**config.mk**
```make
export PLATFORM = sky130hd
export DESIGN_NAME = wordle_scorer_flat
export DESIGN_NICKNAME = d
export VERILOG_FILES = /design/src/rtl/wordle_if.sv /design/src/rtl/wordle_scorer.sv /design/src/flat_wrapper.sv
export SDC_FILE = /design/constraint.sdc
export NUM_CORES = 1
export LEC_CHECK = 0
export ABC_AREA = 0
export BUFFER_PORTS_ARGS = -buffer_cell sky130_fd_sc_hd__buf_2
export CAP_MARGIN = 10
export CORE_MARGIN = 1
export CORE_UTILIZATION = 40
export CTS_CLUSTER_DIAMETER = 150
export DETAILED_ROUTE_END_ITERATION = 8
export PLACE_DENSITY = 0.57
export SLEW_MARGIN = 15
export SYNTH_ARGS = -nofsm -noshare
export SYNTH_HDL_FRONTEND = slang
export SYNTH_SLANG_ARGS = --single-unit
```
**constraint.sdc**
```tcl
create_clock -name Clk -period 4.14 [get_ports Clk]
set_input_delay 0.414 -clock Clk [delete_from_list [all_inputs] [get_ports Clk]]
set_output_delay 0.414 -clock Clk [all_outputs]
set_load 0.01 [all_outputs]
```
**src/rtl/wordle_if.sv**
```systemverilog
// Scoring request/response bundle between guess entry, scorer and display.
interface wordle_if #(
    parameter int LETTERS  = 5,
    parameter int LETTER_W = 8
);
    logic                         start;
    logic [LETTERS*LETTER_W-1:0]  guess;
    logic [LETTERS*LETTER_W-1:0]  answer;
    logic                         busy;
    logic                         done;
    logic [2*LETTERS-1:0]         result;
    logic                         all_green;

    modport master (
        output start, guess, answer,
        input  busy, done, result, all_green
    );

    modport slave (
        input  start, guess, answer,
        output busy, done, result, all_green
    );
endinterface

```
**src/rtl/wordle_scorer.sv**
```systemverilog
// Sequential Wordle scorer: greens in one cycle, then one (i,j) pair per clock.
// Define SCORER_EARLY_EXIT_EN to end each letter's scan once it is coloured.
module wordle_scorer #(
    parameter int LETTERS  = 5,
    parameter int LETTER_W = 8
) (
    input  logic    Clk,
    input  logic    reset,
    wordle_if.slave bus
);
    localparam int CW = (LETTERS > 1) ? $clog2(LETTERS) : 1;
    localparam logic [CW-1:0] LAST = CW'(LETTERS - 1);

    typedef enum logic [3:0] {
        IDLE   = 4'b0001,
        GREEN  = 4'b0010,
        YELLOW = 4'b0100,
        DONE   = 4'b1000
    } state_t;

    state_t state_q, state_n;

    logic [LETTERS-1:0][LETTER_W-1:0] g_q, g_n, a_q, a_n;
    logic [LETTERS-1:0][1:0]          work_q, work_n;
    logic [LETTERS-1:0]               used_q, used_n;
    logic [CW-1:0]                    i_q, i_n, j_q, j_n;
    logic [2*LETTERS-1:0]             res_q, res_n;
    logic                             ag_q, ag_n;
    logic                             hit;
    logic                             skip;

    always_comb begin
        state_n = state_q;
        g_n     = g_q;
        a_n     = a_q;
        work_n  = work_q;
        used_n  = used_q;
        i_n     = i_q;
        j_n     = j_q;
        res_n   = res_q;
        ag_n    = ag_q;
        hit     = 1'b0;
        skip    = 1'b0;
        unique case (state_q)
            IDLE: begin
                if (bus.start) begin
                    for (int k = 0; k < LETTERS; k++) begin
                        g_n[k] = bus.guess[(LETTERS-1-k)*LETTER_W +: LETTER_W];
                        a_n[k] = bus.answer[(LETTERS-1-k)*LETTER_W +: LETTER_W];
                    end
                    work_n  = '0;
                    used_n  = '0;
                    state_n = GREEN;
                end
            end
            GREEN: begin
                for (int k = 0; k < LETTERS; k++) begin
                    if (g_q[k] == a_q[k]) begin
                        work_n[k] = 2'b10;
                        used_n[k] = 1'b1;
                    end
                end
                i_n     = '0;
                j_n     = '0;
                state_n = YELLOW;
            end
            YELLOW: begin
                hit = (work_q[i_q] == 2'b00) && !used_q[j_q] &&
                      (g_q[i_q] == a_q[j_q]) && (j_q != i_q);
                if (hit) begin
                    work_n[i_q] = 2'b01;
                    used_n[j_q] = 1'b1;
                end
`ifdef SCORER_EARLY_EXIT_EN
                skip = hit || (work_q[i_q] != 2'b00);
`else
                skip = 1'b0;
`endif
                if ((j_q == LAST) || skip) begin
                    j_n = '0;
                    if (i_q == LAST) begin
                        // Publish work_n so the final pair's update is included.
                        for (int k = 0; k < LETTERS; k++)
                            res_n[2*(LETTERS-1-k) +: 2] = work_n[k];
                        ag_n    = (res_n == {LETTERS{2'b10}});
                        state_n = DONE;
                    end else begin
                        i_n = i_q + CW'(1);
                    end
                end else begin
                    j_n = j_q + CW'(1);
                end
            end
            DONE:    state_n = IDLE;
            default: state_n = IDLE;
        endcase
    end

    always_ff @(posedge Clk) begin
        if (reset) begin
            state_q <= IDLE;
            g_q     <= '0;
            a_q     <= '0;
            work_q  <= '0;
            used_q  <= '0;
            i_q     <= '0;
            j_q     <= '0;
            res_q   <= '0;
            ag_q    <= 1'b0;
        end else begin
            state_q <= state_n;
            g_q     <= g_n;
            a_q     <= a_n;
            work_q  <= work_n;
            used_q  <= used_n;
            i_q     <= i_n;
            j_q     <= j_n;
            res_q   <= res_n;
            ag_q    <= ag_n;
        end
    end

    assign bus.busy      = (state_q == GREEN) || (state_q == YELLOW);
    assign bus.done      = (state_q == DONE);
    assign bus.result    = res_q;
    assign bus.all_green = ag_q;
endmodule

```
**src/flat_wrapper.sv**
```systemverilog
// flat-port wrapper written by rule: the top's interface ports become plain ports
module wordle_scorer_flat 
#(
    parameter int LETTERS  = 5,
    parameter int LETTER_W = 8
)
  (Clk, reset, bus_start, bus_guess, bus_answer, bus_busy, bus_done, bus_result, bus_all_green);
  wordle_if #(.LETTERS(LETTERS), .LETTER_W(LETTER_W)) bus_i ();
  input  logic Clk;
  input  logic reset;
  input wire logic [$bits(bus_i.start)-1:0] bus_start;
  input wire logic [$bits(bus_i.guess)-1:0] bus_guess;
  input wire logic [$bits(bus_i.answer)-1:0] bus_answer;
  output wire logic [$bits(bus_i.busy)-1:0] bus_busy;
  output wire logic [$bits(bus_i.done)-1:0] bus_done;
  output wire logic [$bits(bus_i.result)-1:0] bus_result;
  output wire logic [$bits(bus_i.all_green)-1:0] bus_all_green;
  assign bus_i.start = bus_start;
  assign bus_i.guess = bus_guess;
  assign bus_i.answer = bus_answer;
  assign bus_busy = bus_i.busy;
  assign bus_done = bus_i.done;
  assign bus_result = bus_i.result;
  assign bus_all_green = bus_i.all_green;
  wordle_scorer #(.LETTERS(LETTERS), .LETTER_W(LETTER_W)) u_core (.Clk(Clk), .reset(reset), .bus(bus_i));
endmodule
```
==> results of run 1 <==
-- layout by cell type, fill, tap and decap left out, types with 11 or more instances in the layout --
| cell type | synthesis | layout |
|---|---|---|
| mux2i_1 | 26 | 26 |
| o22ai_1 | 13 | 13 |
| clkbuf_16 | 0 | 17 |
| nor2_1 | 27 | 27 |
| dfxtp_1 | 116 | 115 |
| a21oi_1 | 114 | 114 |
| nand2_1 | 196 | 195 |
| nor3_1 | 11 | 11 |
| nor4_1 | 11 | 11 |
| xor2_1 | 44 | 44 |
| buf_2 | 20 | 94 |
-- kinds of logic (layout without fill, tap and decap cells) --
| family | after synthesis | after routing |
|---|---|---|
| simple gates | 280 | 280 |
| compound gates | 164 | 164 |
| flops | 116 | 116 |
| buf+inv | 56 | 143 |
| xor+xnor | 52 | 52 |
| mux | 30 | 30 |
| fa+ha+maj | 4 | 4 |
-- how the worst min path moves through the flow --
stage	startpoint	end	depth (start not counted)
floorplan	u_core.used_q[0]	u_core.used_q[0]	1
global placement	u_core.bus.result[9]	u_core.bus.result[9]	2
detailed placement	u_core.bus.result[3]	u_core.bus.result[3]	2
CTS	bus_guess[12]	u_core.g_q[28]	3
global route	bus_guess[21]	u_core.g_q[21]	3
finish	bus_guess[12]	u_core.g_q[28]	3
-- sequential cells by signal (all words and copies together) (netlist names) --
register              count
u_core.work_q            10
u_core.bus.all_green      1
u_core.used_q             5
u_core.j_q                3
u_core.i_q                3
u_core.state_q            4
u_core.g_q               40
u_core.bus.result        10
u_core.a_q               40
-- through the flow --
step                cell area, µm²  hold WS [ps]  utilization (%)
floorplan                     5628         439.7                -
global placement              6161         442.1            45.62
detailed placement            6161         443.0            45.62
CTS                           6832         220.5            50.58
global route                  6853         236.4            50.74
finish                        6853         232.3            50.74
-- metal layers --
| layer | GRT usage [%] | share of wire, % | vias up |
|---|---|---|---|
| met1 | 29.27 | 44 | 2484 |
| met4 | 10.65 | 3.6 | 0 |
| met5 | 0 | 0 | - |
| met3 | 5.189 | 4.3 | 42 |
| met2 | 40.95 | 48 | 155 |
| li1 | - | - | 2551 |
-- critical path, stage by stage, from the launching register on --
cell       delay (ps)
dfxtp_1           840
mux4_2            610
a22oi_2           210
xor2_1            160
nand3_1           130
nor3_4            530
o21ai_2            90
a2111oi_2         350
-- power breakdown --
part	switching, mW	total (mW)	internal, mW	leakage, nW
logic	0.810	1.32	0.514	1.54
registers	0.315	1.67	1.36	0.950
clock network	0.501	1.65	1.15	0.330
total	1.63	4.65	3.02	2.82
-- cell type report --
type | instances | area (µm²)
clock buffers | 24 | 501.7
clock inverters | 8 | 168.9
fillers | 1322 | 6653
inverters | 9 | 33.78
multi-input cells | 530 | 3049
flip-flops and latches | 116 | 2323
well taps | 176 | 220.2
repair buffers | 102 | 555.5
==> reports/metrics.cfg, run 1 <==
[detailed_routing]
dr.pass1.iters = 7
remaining_drc_errors = 0
detail_route.iter0.violations = 363
viasPerCell = 5.422
antenna_left = 0
totalWireLength_mm = 16.64
wl_per_cell_um = 17.24
vias = 5232

[clock_network]
clockRootBuffer = clkbuf_16
cts_buffer_depth = 2
insertion_delay_ps = 420
ctsHoldBuffers = 0
cts_made_buffers = 17
post-cts-setup-buffers = 0
htreeDepth = 4
clk_pin_slew_ps = 60
cts_sinks = 116
ctsResizeCount = 0
cts_tree = done

[final_layout]
n_antenna_cell = 0
synthToLayoutAreaGrowth_pct = 21.77
layout.nets = 863
drive_gt1_share_pct = 19.65
finalNonFillerCells = 965

[place]
dpl_worst_slack_ps = 1020
port_buffers = 95
dp_hpwl_mm = 12.16
numPlacedInstances = 932
routabilityCongestion = 0.9405

[floorplanning]
die_area_mm2 = 0.01455
ios = 96
start_util_pct = 41.67
dieWidth_um = 120.6
fp.coreArea_mm2 = 0.01351
die_h_um = 120.6
rows = 42

[hold_path]
hp-class = input pin to register

[setup_path]
critPathCaptureType = register
worstPathMaxFanout = 19
startpoint = u_core.j_q[0]
rrSetupSlack_ps = 1110
cp-start-kind = register
crit_required_ps = 4450
reg2reg_to = u_core.used_q[1]
crit_arrival_ps = 3340
r2r_cells = 7
timing.critical_path.to = u_core.used_q[1]
worstSetupPathType = register to register
r2r_start = u_core.j_q[0]

[synth]
synth_common_cells = 196 x nand2_1, 116 x dfxtp_1, 114 x a21oi_1
synth-compound-area-share_pct = 17.19
yosysMostFrequentCell = nand2_1
yosysWarningCount = 0
synth_top_area_cell = dfxtp_1
synth_fp_nets = 789
synth-simple-area-share_pct = 21.83
synth_top_family_by_area = simple AND/OR/NAND/NOR gates
syn_area_mm2 = 0.005628
yosysUniqueCellTypes = 56
muxShareOfSynthArea_pct = 6.025
synth-adder-area-share_pct = 0.8893
ys_ff_latch = 116
synth_enable_flop_cells = 0
synthesis.instances = 702
synth.avg_cell_area_um2 = 8.017
ys_seq_area_share_pct = 41.26
yosys-top-cells-area = dfxtp_1 41%, nand2_1 13%, a21oi_1 10%, xor2_1 6.8%, mux2i_1 4.6%
synth-xor-area-share_pct = 8.092
synth.top_cell.area_share_pct = 41.26
async_flop_share_pct = 0
synth_flop_cell = dfxtp_1

[grt]
grt_pass1_vias = 5257
antenna_found_initial = 0
grt.total_usage_pct = 24.14
grt_pass1_wl_mm = 26.83
overflow = 0
grt_max_degree = 115

[sta]
clock_skew_ps = 9.733
relSlewSlack_pct = 43.14
period_share_pct = 73.22
timing.final.ws_setup_ps = 1109
setup_viol = 0
tightestPinTransition_ps = 849.9
fmax_ghz = 0.3299
tns_ps = 0
rsz0062_at_grt = no
final.min_clock_period_ps = 3031
drv_slew = 0
hold_viol = 0

[pwr]
p_leak_nw = 2.822
powerDensity_mw_per_mm2 = 677.9
peakVddDrop_v = 0.0004388
power_mw = 4.646

[outcome]
status = finished, final reports clean

[job]
cap_violations = 0

No activity file was read; power rests on OpenSTA's default activity.
==> run 2, diff against run 1 <==
- PLACE_DENSITY: 0.57 -> 0.59
- clock period: 4.14 -> 2.6 ns (I/O delays scaled with it)
==> run 2 against run 1 <==
  * Flip-flop and latch count unchanged
  * Highest routed layer unchanged
  * Critical endpoint is now u_core.work_q[3]
  * Clock skew fell by 1.4 ps
  * Wire length grew 0.70%
==> reports/metrics.cfg, run 2 (synthesis gave the netlist of run 1 again) <==
[outcome]
status = finished, final reports clean

[final_layout]
n_antenna_cell = 0  ; unchanged
layout.nets = 877  ; +1.6%
finalNonFillerCells = 979  ; +1.5%
stdcell_area_mm2 = 0.006949  ; +1.4%
final_cell_mix = 195 x nand2_1, 114 x a21oi_1, 113 x dfxtp_1, 94 x buf_2, 44 x xor2_1
top_regs = u_core.a_q x40, u_core.g_q x40
utilization_pct = 51.45  ; +0.71 points
drive_gt1_share_pct = 21.54  ; +1.9 points
layout_commonest_cell = nand2_1
synthToLayoutAreaGrowth_pct = 23.48

[sta]
clock_skew_ps = 8.313  ; -1.420 ps
relSlewSlack_pct = 60.20  ; +17 points
timing.final.ws_setup_ps = 241.1  ; -867.7 ps
tightestPinTransition_ps = 597.0  ; -252.9 ps
drv_slew = 0  ; unchanged
period_share_pct = 90.73  ; +18 points
setup_viol = 0  ; unchanged
hold_viol = 0  ; unchanged
rsz0062_at_grt = no
tns_ps = 0  ; unchanged
fmax_ghz = 0.4239  ; +29%
final.min_clock_period_ps = 2359  ; -672.3 ps

[setup_path]
worstSetupPathType = register to register
cp-start-kind = register
worstPathMaxFanout = 49  ; +30
critPathCaptureType = register
crit_arrival_ps = 2630  ; -710 ps
startpoint = u_core.state_q[3]
crit_required_ps = 2870  ; -1580 ps
r2r_start = u_core.state_q[3]

[detailed_routing]
wl_per_cell_um = 17.11  ; -0.74%
totalWireLength_mm = 16.76  ; +0.70%
detail_route.iter0.violations = 419  ; +15%
remaining_drc_errors = 0  ; unchanged
dr.pass1.iters = 4  ; -3
viasPerCell = 5.351  ; -1.3%
vias = 5239  ; +0.13%
antenna_left = 0  ; unchanged

[place]
numPlacedInstances = 947  ; +1.6%
dpl_worst_slack_ps = 112.0  ; -907.6 ps
placed_area_mm2 = 0.006311  ; +2.4%
port_buffers = 95  ; unchanged
routabilityCongestion = 0.9448  ; +0.46%
dp_hpwl_mm = 12.66  ; +4.1%

[clock_network]
clockRootBuffer = clkbuf_16
ctsHoldBuffers = 0  ; unchanged
htreeDepth = 4  ; unchanged
cts_buffer_depth = 2  ; unchanged
cts_made_buffers = 17  ; unchanged
clk_pin_slew_ps = 50  ; about the same
cts_tree = done
cts_sinks = 116  ; unchanged
insertion_delay_ps = 410  ; about the same

[floorplanning]
die_area_mm2 = 0.01455  ; unchanged
ios = 96  ; unchanged
fp.coreArea_mm2 = 0.01351  ; unchanged
die_h_um = 120.6  ; unchanged
start_util_pct = 41.67  ; unchanged
rows = 42  ; unchanged
dieWidth_um = 120.6  ; unchanged

[grt]
grt.total_usage_pct = 24.92  ; +0.78 points
overflow = 0  ; unchanged
grt_max_degree = 64  ; -44%
grt_pass1_wl_mm = 27.56  ; +2.7%
grt_pass1_vias = 5251  ; -0.11%
antenna_found_initial = 0  ; unchanged

[hold_path]
holdCritStartpoint = bus_answer[24]
hp-class = input pin to register

[pwr]
p_clk_share_pct = 33.0  ; -2.5 points
p_switching_mw = 2.590  ; +59%
p_leak_nw = 2.872  ; +1.8%
seq_power_share_pct = 36.8  ; +0.8 points
p_int_mw = 4.633  ; +53%
peakVddDrop_v = 0.0004503  ; +2.6%
switching_share_pct = 35.85  ; +0.84 points
power_frac_comb_pct = 30.2  ; +1.7 points
powerDensity_mw_per_mm2 = 1039  ; +53%

[job]
cap_violations = 0  ; unchanged

run 2: timing repair:
item	4_1_cts	5_1_grt
setup endpoints to repair	0	9
gates resized for setup	0	6
buffers inserted	0	0
run 2: path summary, 6_finish.rpt:
| kind | to | slack (ps) | cells past startpoint |
|---|---|---|---|
| hold / removal | u_core.a_q[8] | 80 | 3 |
| setup / recovery | u_core.work_q[3] | 240 | 7 |
| setup reg to reg | u_core.work_q[3] | 240 | 7 |
| hold reg to reg | u_core.bus.result[9] | 460 | 2 |
run 2: power groups by stage:
stage,sequential [mW],clock [mW],combinational (mW)
detailed placement,2.69,0,2.19
global route,2.69,2.52,2.48
finish,2.66,2.38,2.18
floorplan,2.46,0,1.67
CTS,2.65,2.42,2.20
global placement,2.69,0,2.15
run 2: per-layer routing:
metal	up-vias	global-route usage, %	part of all wire [%]
li1	2580	-	-
met1	2500	30.81	44
met2	128	41.85	50
met3	31	5.283	3.4
met4	0	10.42	2.6
met5	-	0	0
run 2: worst max-delay path, stage by stage (launching register included):
cell and delay, ps:
dfxtp_1 370, or4b_1 560, a21o_1 300, nor2_1 320, nand2_2 130, buf_12 200, a22oi_1 240, nor2_1 60
run 2: through the flow:
step / hold slack, ps / total power, mW
final: 82.83 / 7.223
after global routing: 80.85 / 7.692
after CTS: 65.60 / 7.274
after detailed placement: 448.6 / 4.876
after global placement: 438.0 / 4.836
after floorplan: 396.0 / 4.131
run 2: layout make-up:
cell class	count	area (µm²)
clock buffers	25	525.5
clock inverters	7	92.59
fillers	1272	6556
inverters	9	33.78
multi-input cells	530	3062
flip-flops and latches	116	2326
well taps	176	220.2
repair buffers	116	689.4
